[src/rtl/sprite_rom_arbiter.sv]
// Sprite ROM arbiter: round-robin with bounded bursts across N_REQ sprite
// layers sharing one single-port ROM. Read data returns tagged with the
// requester ID a fixed ROM_LAT cycles after the ROM read is issued.
module sprite_rom_arbiter #(
   parameter int unsigned N_REQ     = 3,
   parameter int unsigned ADDR_W    = 12,
   parameter int unsigned DATA_W    = 4,
   parameter int unsigned ROM_LAT   = 1,
   parameter int unsigned MAX_BURST = 4,
   localparam int unsigned ID_W     = (N_REQ > 1) ? $clog2(N_REQ) : 1
) (
   input  logic                     vga_clk,
   input  logic                     reset_n,
   input  logic [N_REQ-1:0]         req,
   input  logic [N_REQ*ADDR_W-1:0]  req_addr,
   output logic [N_REQ-1:0]         gnt,
   output logic                     rom_en,
   output logic [ADDR_W-1:0]        rom_addr,
   input  logic [DATA_W-1:0]        rom_q,
   output logic                     rd_valid,
   output logic [ID_W-1:0]          rd_id,
   output logic [DATA_W-1:0]        rd_data,
   output logic                     busy
);

   localparam int unsigned CNT_W = (MAX_BURST > 1) ? $clog2(MAX_BURST) : 1;
   localparam logic [CNT_W-1:0] BURST_MAX = CNT_W'(MAX_BURST - 1);

   logic [ID_W-1:0]   r_last;
   logic [ID_W-1:0]   r_owner;
   logic              r_owner_valid;
   logic [CNT_W-1:0]  r_burst_cnt;
   logic              r_rom_en;
   logic [ADDR_W-1:0] r_rom_addr;
   logic [ID_W-1:0]   r_rom_id;
   logic [ROM_LAT-1:0] r_pipe_v;
   logic [ID_W-1:0]   r_pipe_id [ROM_LAT];

   logic              w_owner_req;
   logic              w_others;
   logic              w_keep;
   logic              w_found;
   logic [ID_W-1:0]   w_scan_sel;
   logic [ID_W-1:0]   w_sel;
   logic              w_any;
   logic [N_REQ-1:0]  w_gnt;
   logic [ADDR_W-1:0] w_addr;

   // Arbitration: keep the burst owner while allowed, else rotate from last+1
   always_comb begin
      w_owner_req = 1'b0;
      w_others    = 1'b0;
      w_found     = 1'b0;
      w_scan_sel  = '0;
      w_gnt       = '0;
      w_addr      = '0;
      for (int unsigned j = 0; j < N_REQ; j++) begin
         if (ID_W'(j) == r_owner) begin
            w_owner_req = req[j];
         end else if (req[j]) begin
            w_others = 1'b1;
         end
      end
      for (int unsigned i = 0; i < N_REQ; i++) begin
         for (int unsigned j = 0; j < N_REQ; j++) begin
            if (!w_found && req[j] && (j == (32'(r_last) + i + 32'd1) % N_REQ)) begin
               w_found    = 1'b1;
               w_scan_sel = ID_W'(j);
            end
         end
      end
      w_keep = r_owner_valid && w_owner_req && ((r_burst_cnt < BURST_MAX) || !w_others);
      w_sel  = w_keep ? r_owner : w_scan_sel;
      // Gate with reset so no grant is advertised while the block is held in reset
      w_any  = (w_keep || w_found) && reset_n;
      for (int unsigned j = 0; j < N_REQ; j++) begin
         if (w_any && (ID_W'(j) == w_sel)) begin
            w_gnt[j] = 1'b1;
            w_addr   = req_addr[j*ADDR_W +: ADDR_W];
         end
      end
   end

   // Grant bookkeeping and registered ROM request
   always_ff @(posedge vga_clk or negedge reset_n) begin
      if (!reset_n) begin
         r_last        <= ID_W'(N_REQ - 1);
         r_owner       <= '0;
         r_owner_valid <= 1'b0;
         r_burst_cnt   <= '0;
         r_rom_en      <= 1'b0;
         r_rom_addr    <= '0;
         r_rom_id      <= '0;
      end else if (w_any) begin
         r_rom_en      <= 1'b1;
         r_rom_addr    <= w_addr;
         r_rom_id      <= w_sel;
         r_last        <= w_sel;
         r_owner       <= w_sel;
         r_owner_valid <= 1'b1;
         if (r_owner_valid && (w_sel == r_owner)) begin
            r_burst_cnt <= (r_burst_cnt == BURST_MAX) ? r_burst_cnt : r_burst_cnt + CNT_W'(1);
         end else begin
            r_burst_cnt <= '0;
         end
      end else begin
         r_rom_en      <= 1'b0;
         r_owner_valid <= 1'b0;
         r_burst_cnt   <= '0;
      end
   end

   // In-flight {valid, id} delay line matching the ROM latency
   always_ff @(posedge vga_clk or negedge reset_n) begin
      if (!reset_n) begin
         r_pipe_v <= '0;
         for (int unsigned i = 0; i < ROM_LAT; i++) begin
            r_pipe_id[i] <= '0;
         end
      end else begin
         r_pipe_v[0]  <= r_rom_en;
         r_pipe_id[0] <= r_rom_id;
         for (int unsigned i = 1; i < ROM_LAT; i++) begin
            r_pipe_v[i]  <= r_pipe_v[i-1];
            r_pipe_id[i] <= r_pipe_id[i-1];
         end
      end
   end

   assign gnt      = w_gnt;
   assign rom_en   = r_rom_en;
   assign rom_addr = r_rom_addr;
   assign rd_valid = r_pipe_v[ROM_LAT-1];
   assign rd_id    = r_pipe_id[ROM_LAT-1];
   assign rd_data  = rd_valid ? rom_q : '0;
   assign busy     = r_rom_en | (|r_pipe_v);

endmodule

[config.mk]
export PLATFORM = sky130hd
export DESIGN_NAME = sprite_rom_arbiter
export DESIGN_NICKNAME = d
export VERILOG_FILES = /design/src/rtl/sprite_rom_arbiter.sv
export SDC_FILE = /design/constraint.sdc
export NUM_CORES = 1
export LEC_CHECK = 0
export ABC_AREA = 1
export CAP_MARGIN = 20
export CELL_PAD_IN_SITES_DETAIL_PLACEMENT = 0
export CELL_PAD_IN_SITES_GLOBAL_PLACEMENT = 1
export CORE_MARGIN = 2
export CORE_UTILIZATION = 29
export CTS_BUF_LIST = sky130_fd_sc_hd__clkbuf_8
export DETAILED_ROUTE_END_ITERATION = 6
export PLACE_DENSITY = 0.94
export SETUP_SLACK_MARGIN = 0.15
export SYNTH_ARGS = -nofsm -noshare
export SYNTH_HDL_FRONTEND = slang
export SYNTH_SLANG_ARGS = --single-unit
[constraint.sdc]
create_clock -name vga_clk -period 2.53 [get_ports vga_clk]
set_input_delay 0.3795 -clock vga_clk [delete_from_list [all_inputs] [get_ports vga_clk]]
set_output_delay 0.3795 -clock vga_clk [all_outputs]
set_load 0.02 [all_outputs]
==> metrics.csv, run 1 <==
stage;metric;value;unit
clock_tree;htreeDepth;1;
pwr;p_leak;0.00110;uW
logic_synthesis;synth_top_area_cell;dfrtp_1;
timing;setup_ws;82.1;ps
grt;grt_overflow;0;
detailed_routing;drt-total-wl;4.26;mm
layout;postLayoutCoreUtil;0.510;
grt;grt_pass1_vias;1536;
detailed_routing;met3_length;231;um
layout;fillers;461;
detailed_routing;m1WireLength;1.80;mm
die;initial_utilization;0.299;
detailed_routing;dr_total_vias;1594;
worst_setup_path;worstPathCellList;ha_4 > nand2_2 > nand2_2 > inv_2 > nand2_2 > nor2_4 > nand4_1 > nand2_1 > nand2_2 > a21oi_2 > buf_6;
layout;seqCellArea;527;sq um
timing;hold_ws;509;ps
clock_tree;clk_pin_slew;80;ps
detailed_routing;drc;0;
grt;track_usage;0.160;
worst_setup_path;crit_end;gnt[1];
place;dpl.cell_count;327;
timing;tightest_slew;463;ps
clock_tree;cts_buffers;3;
detailed_routing;wl_met2;2.17;mm
detailed_routing;top_layer;met4;
die;die_y;73.8;um
hold_path;min_path_type;register to register;
logic_synthesis;synth_area_leaders;dfrtp_1 (35%), nand3_1 (12%), nand2_1 (11%);
logic_synthesis;postSynthAreaPerCell;7.71;sq um
timing;setup_viol;0;
worst_setup_path;cp_slowest_cell;dfstp_2;
die;pin_count;69;
clock_tree;cts-hold-fix-buffers;0;
worst_setup_path;startpoint;r_last[1];
logic_synthesis;ys_warn_count;0;
clock_tree;cts_tree;built;
worst_setup_path;crit_top_cell;nand2_2;
grt;antenna_found_initial;0;
timing;hold_violations;0;
detailed_routing;postRouteAntennaNets;0;
detailed_routing;viasPerCell;4.69;
logic_synthesis;yosysTopAreaCellShare;0.355;
flow_run;max_cap_viol_count;0;
layout;final_common_cell;clkdlybuf4s50_1;
pwr;peakVddDrop;0.489;mV
die;rows;25;
timing;finalClockSkew;5.47;ps
worst_setup_path;cp-end-kind;primary output;
worst_setup_path;regToRegStartpoint;r_last[1];
logic_synthesis;ys_seq_area_frac;0.373;
worst_setup_path;critPathBufInv;2;
worst_setup_path;startpoint_type;register;
clock_tree;insertion_delay;260;ps
layout;drive_above_1_share;0.256;
layout;instances_no_fill;340;
timing;fmax;409;MHz
detailed_routing;wl_per_cell;12.5;um
worst_setup_path;critPathTopFamily;simple AND/OR/NAND/NOR gates;
worst_setup_path;cp.depth;11;
worst_setup_path;arrival;2070;ps
worst_setup_path;r2r-end;r_burst_cnt[1];
timing;layout_min_cycle_time;2450;ps
detailed_routing;firstDrtPassIters;4;
logic_synthesis;synth_area;1410;sq um
detailed_routing;drt-initial-drc-count;73;
timing;fin_crit_sh;0.968;
logic_synthesis;syn_inst;183;
layout;multi_input_area;801;sq um
worst_setup_path;crit_fanout;4;
logic_synthesis;syn_nets;231;
grt;grt_pass1_wl;6.88;mm
logic_synthesis;ys_ff_latch;21;
grt;grt_max_degree;29;
worst_setup_path;slowest_delay;570;ps
layout;finalNetCount;322;
layout;diodes;0;
worst_setup_path;reg2regPathDepth;17;
logic_synthesis;yosysUniqueCellTypes;28;
timing;slew_violations;0;
worst_setup_path;critical_path_class;register to primary output;
place;place.gp.congestion;0.838;
clock_tree;clock_path_buffers;2;
place;place_worst_setup_slack;-355;ps
worst_setup_path;cp_data_required_time;2150;ps
die;die_x;73.8;um
place;io_buffers;68;
die;coreArea;4720;sq um
layout;area_growth;70.8;%
die;die_area;5440;sq um
worst_setup_path;worst-r2r-setup-slack;160;ps
clock_tree;cts_sinks;21;
timing;grt_setup_unrepaired;true;
status;status;finished clean;
pwr;power;2840;uW
place;dp_hpwl;3.17;mm
pwr;power_density;1180;nW/um^2
clock_tree;root_buffer;clkbuf_8;
timing;max_slew_margin;0.690;
layout;final_cell_mix;clkdlybuf4s50_1 (65), nand2_1 (35), nand3_1 (33);
-- how the worst min path moves through the flow --
stage          slack [ps]  cells after the start              to        start
2_1_floorplan          80                      0  r_burst_cnt[0]      reset_n
3_3_place_gp          490                      2     rom_addr[6]  rom_addr[6]
5_1_grt               540                      2     rom_addr[7]  rom_addr[7]
6_report              510                      1        rd_valid       rom_en
3_5_place_dp          500                      1        rd_valid       rom_en
4_1_cts               520                      1        rd_valid       rom_en
-- cell families after synthesis --
group / count (synthesis) / share of synthesized area
muxes: 1 / 0.00709
and+or+nand+nor: 118 / 0.447
AOI/OAI and AO/OA: 11 / 0.0408
adders and majority gates: 3 / 0.0266
xor gates and xnor gates: 1 / 0.00621
DFF: 21 / 0.373
buffers and inverters: 28 / 0.0993
-- through the flow --
step           area (sq um)  setup TNS (ps)
6_report               2410               0
5_1_grt                2410           -33.7
4_1_cts                2380               0
3_5_place_dp           2240           -1020
3_3_place_gp           2240            -900
2_1_floorplan          1410               0
-- where the power goes --
group / total [uW] / switching (uW) / internal (uW)
logic: 2030 / 1130 / 904
registers: 585 / 93.2 / 492
clock network: 218 / 110 / 108
total: 2840 / 1330 / 1500
-- metal layers --
metal / global-route usage / up-vias
met5: 0 / -
met4: 0.0364 / 0
met3: 0.0398 / 6
met2: 0.272 / 54
met1: 0.205 / 738
li1: - / 796
-- registers in the layout, indices dropped and copies added, names as in the netlist --
register / count
rd_id: 2
r_burst_cnt: 2
rd_valid: 1
r_rom_id: 1
r_last: 2
rom_addr: 12
rom_en: 1
-- final cells by class --
type                    count  area share
multi-input cells         134       0.332
clock buffers               3      0.0171
inverters                  20      0.0311
flip-flops and latches     21       0.218
well taps                  67      0.0348
clock inverters             1     0.00156
repair buffers             94       0.365
-- synth_stat cells, drive strengths merged --
library cell,count
a21boi,1
mux2i,1
xor2,1
dfrtp,20
or2,1
nand2,47
inv,20
buf,8
o21ai,7
nand3,40
a21oi,3
ha,3
nand4,17
dfstp,1
nor2,11
nor3,2
-- timing repair --
action	in CTS	in global routing
buffers inserted	8	1
pin swaps	6	4
endpoints found under the setup margin	3	17
gates resized for setup	27	8
Power figures use the tool's default switching activity.
==> run 2: changes to the inputs <==
--- a/config.mk
+++ b/config.mk
@@ -13,8 +13,9 @@
 export CORE_UTILIZATION = 29
 export CTS_BUF_LIST = sky130_fd_sc_hd__clkbuf_8
 export DETAILED_ROUTE_END_ITERATION = 6
-export PLACE_DENSITY = 0.94
+export PLACE_DENSITY_LB_ADDON = 0.1
 export SETUP_SLACK_MARGIN = 0.15
+export SKIP_CTS_REPAIR_TIMING = 1
 export SYNTH_ARGS = -nofsm -noshare
 export SYNTH_HDL_FRONTEND = slang
 export SYNTH_SLANG_ARGS = --single-unit
==> metrics.csv, run 2 (synthesis gave the netlist of run 1 again) <==
stage;metric;value;unit
timing;hold_violations;0;
timing;fin_tns_setup;0;ps
grt;grt_pass1_vias;1542;
layout;fillers;456;
timing;fin_crit_sh;0.951;
die;die_area;5440;sq um
clock_tree;cts_buffers;3;
worst_setup_path;critical_path_class;register to primary output;
worst_setup_path;crit_top_cell;nand2_2;
layout;finalNetCount;318;
pwr;power_density;1180;nW/um^2
detailed_routing;drt-initial-drc-count;42;
worst_setup_path;worstPathCellList;ha_4 > nand2_2 > nand2_2 > inv_2 > nand3_1 > nor2_1 > nand4_1 > nand2_1 > nand2_1 > nand2_2 > nand2_2 > inv_2 > buf_6;
pwr;pwr-share-comb;0.713;
layout;final_common_cell;clkdlybuf4s50_1;
timing;slew_violations;0;
clock_tree;clock_path_buffers;2;
status;status;finished clean;
place;dp_hpwl;3.21;mm
clock_tree;cts_sinks;21;
layout;drive_above_1_share;0.242;
clock_tree;cts_tree;built;
die;die_y;73.8;um
detailed_routing;viasPerCell;4.59;
layout;final_cell_mix;clkdlybuf4s50_1 (64), nand2_1 (36), nand3_1 (33);
timing;grt_setup_unrepaired;true;
layout;area_growth;68.2;%
grt;track_usage;0.165;
place;io_buffers;68;
grt;grt_pass1_wl;7.04;mm
timing;layout_min_cycle_time;2410;ps
grt;grt_max_degree;29;
grt;grt_overflow;0;
timing;setup_ws;123;ps
pwr;seqPwrFrac;0.206;
die;die_x;73.8;um
pwr;peakVddDrop;0.426;mV
worst_setup_path;cp_slowest_cell;dfstp_2;
layout;diodes;0;
detailed_routing;drc;0;
detailed_routing;firstDrtPassIters;4;
worst_setup_path;cp_data_required_time;2150;ps
timing;tightest_slew;514;ps
detailed_routing;dr_total_vias;1541;
layout;largest_register_ffs;12;
detailed_routing;drt-total-wl;4.24;mm
pwr;power;2810;uW
timing;setup_viol;0;
die;pin_count;69;
worst_setup_path;slowest_delay;560;ps
die;coreArea;4720;sq um
die;initial_utilization;0.299;
place;place_worst_setup_slack;-390;ps
clock_tree;insertion_delay;260;ps
pwr;p_int;1470;uW
layout;instances_no_fill;336;
layout;postLayoutCoreUtil;0.503;
pwr;sw_frac_of_total;0.476;
timing;max_slew_margin;0.657;
place;dpl.cell_count;329;
worst_setup_path;crit_fanout;5;
pwr;p_leak;0.00109;uW
flow_run;max_cap_viol_count;0;
timing;fmax;415;MHz
clock_tree;clk_pin_slew;80;ps
hold_path;min_path_type;register to register;
pwr;pwr-share-clk;0.081;
detailed_routing;postRouteAntennaNets;0;
worst_setup_path;arrival;2030;ps
detailed_routing;wl_per_cell;12.6;um
clock_tree;htreeDepth;1;
pwr;p_sw;1340;uW
clock_tree;root_buffer;clkbuf_8;
place;place.gp.congestion;0.931;
worst_setup_path;critPathTopFamily;simple AND/OR/NAND/NOR gates;
worst_setup_path;cp-end-kind;primary output;
grt;antenna_found_initial;0;
die;rows;25;
timing;finalClockSkew;0.761;ps
worst_setup_path;startpoint_type;register;
worst_setup_path;critPathBufInv;3;
==> run 2: routing by layer <==
| metal | GRT usage | vias up | share of wire |
|---|---|---|---|
| met4 | 0.0485 | 0 | 0.0059 |
| met1 | 0.219 | 712 | 0.47 |
| met3 | 0.0439 | 2 | 0.060 |
| met5 | 0 | - | 0 |
| met2 | 0.262 | 40 | 0.46 |
| li1 | - | 787 | - |
==> run 2: stage by stage <==
step / instance area (sq um) / hold WS, ps
floorplan: 1410 / 83.9
global placement: 2250 / 484
detailed placement: 2250 / 480
CTS: 2300 / 504
global route: 2370 / 523
finish: 2370 / 498
==> run 2: layout make-up <==
class,instances,area (sq um),area share
timing repair buffer,90,848,0.357
tap,67,83.8,0.0353
multi-input combinational,134,793,0.334
inverter,20,75.1,0.0316
sequential,21,527,0.222
clock inverter,1,5.00,0.00211
clock buffer,3,41.3,0.0174
==> run 2: final timing paths <==
kind                                 from     endpoint  slack [ps]  cells past startpoint
worst min register to register     rom_en     rd_valid         500                      1
worst max-delay path            r_last[1]       gnt[2]         120                     13
worst max register to register  r_last[1]  rom_addr[9]         300                     14
worst min-delay path               rom_en     rd_valid         500                      1
max in group asynchronous         reset_n    r_last[1]        1680                      2
min in group asynchronous         reset_n  rom_addr[2]         580                      2
==> run 2: power groups by stage <==
stage / registers (uW) / logic [uW] / clock network, uW
global placement: 583 / 1910 / 0
floorplan: 732 / 987 / 0
finish: 579 / 2000 / 227
detailed placement: 583 / 1900 / 0
global route: 602 / 2200 / 249
CTS: 579 / 1910 / 236
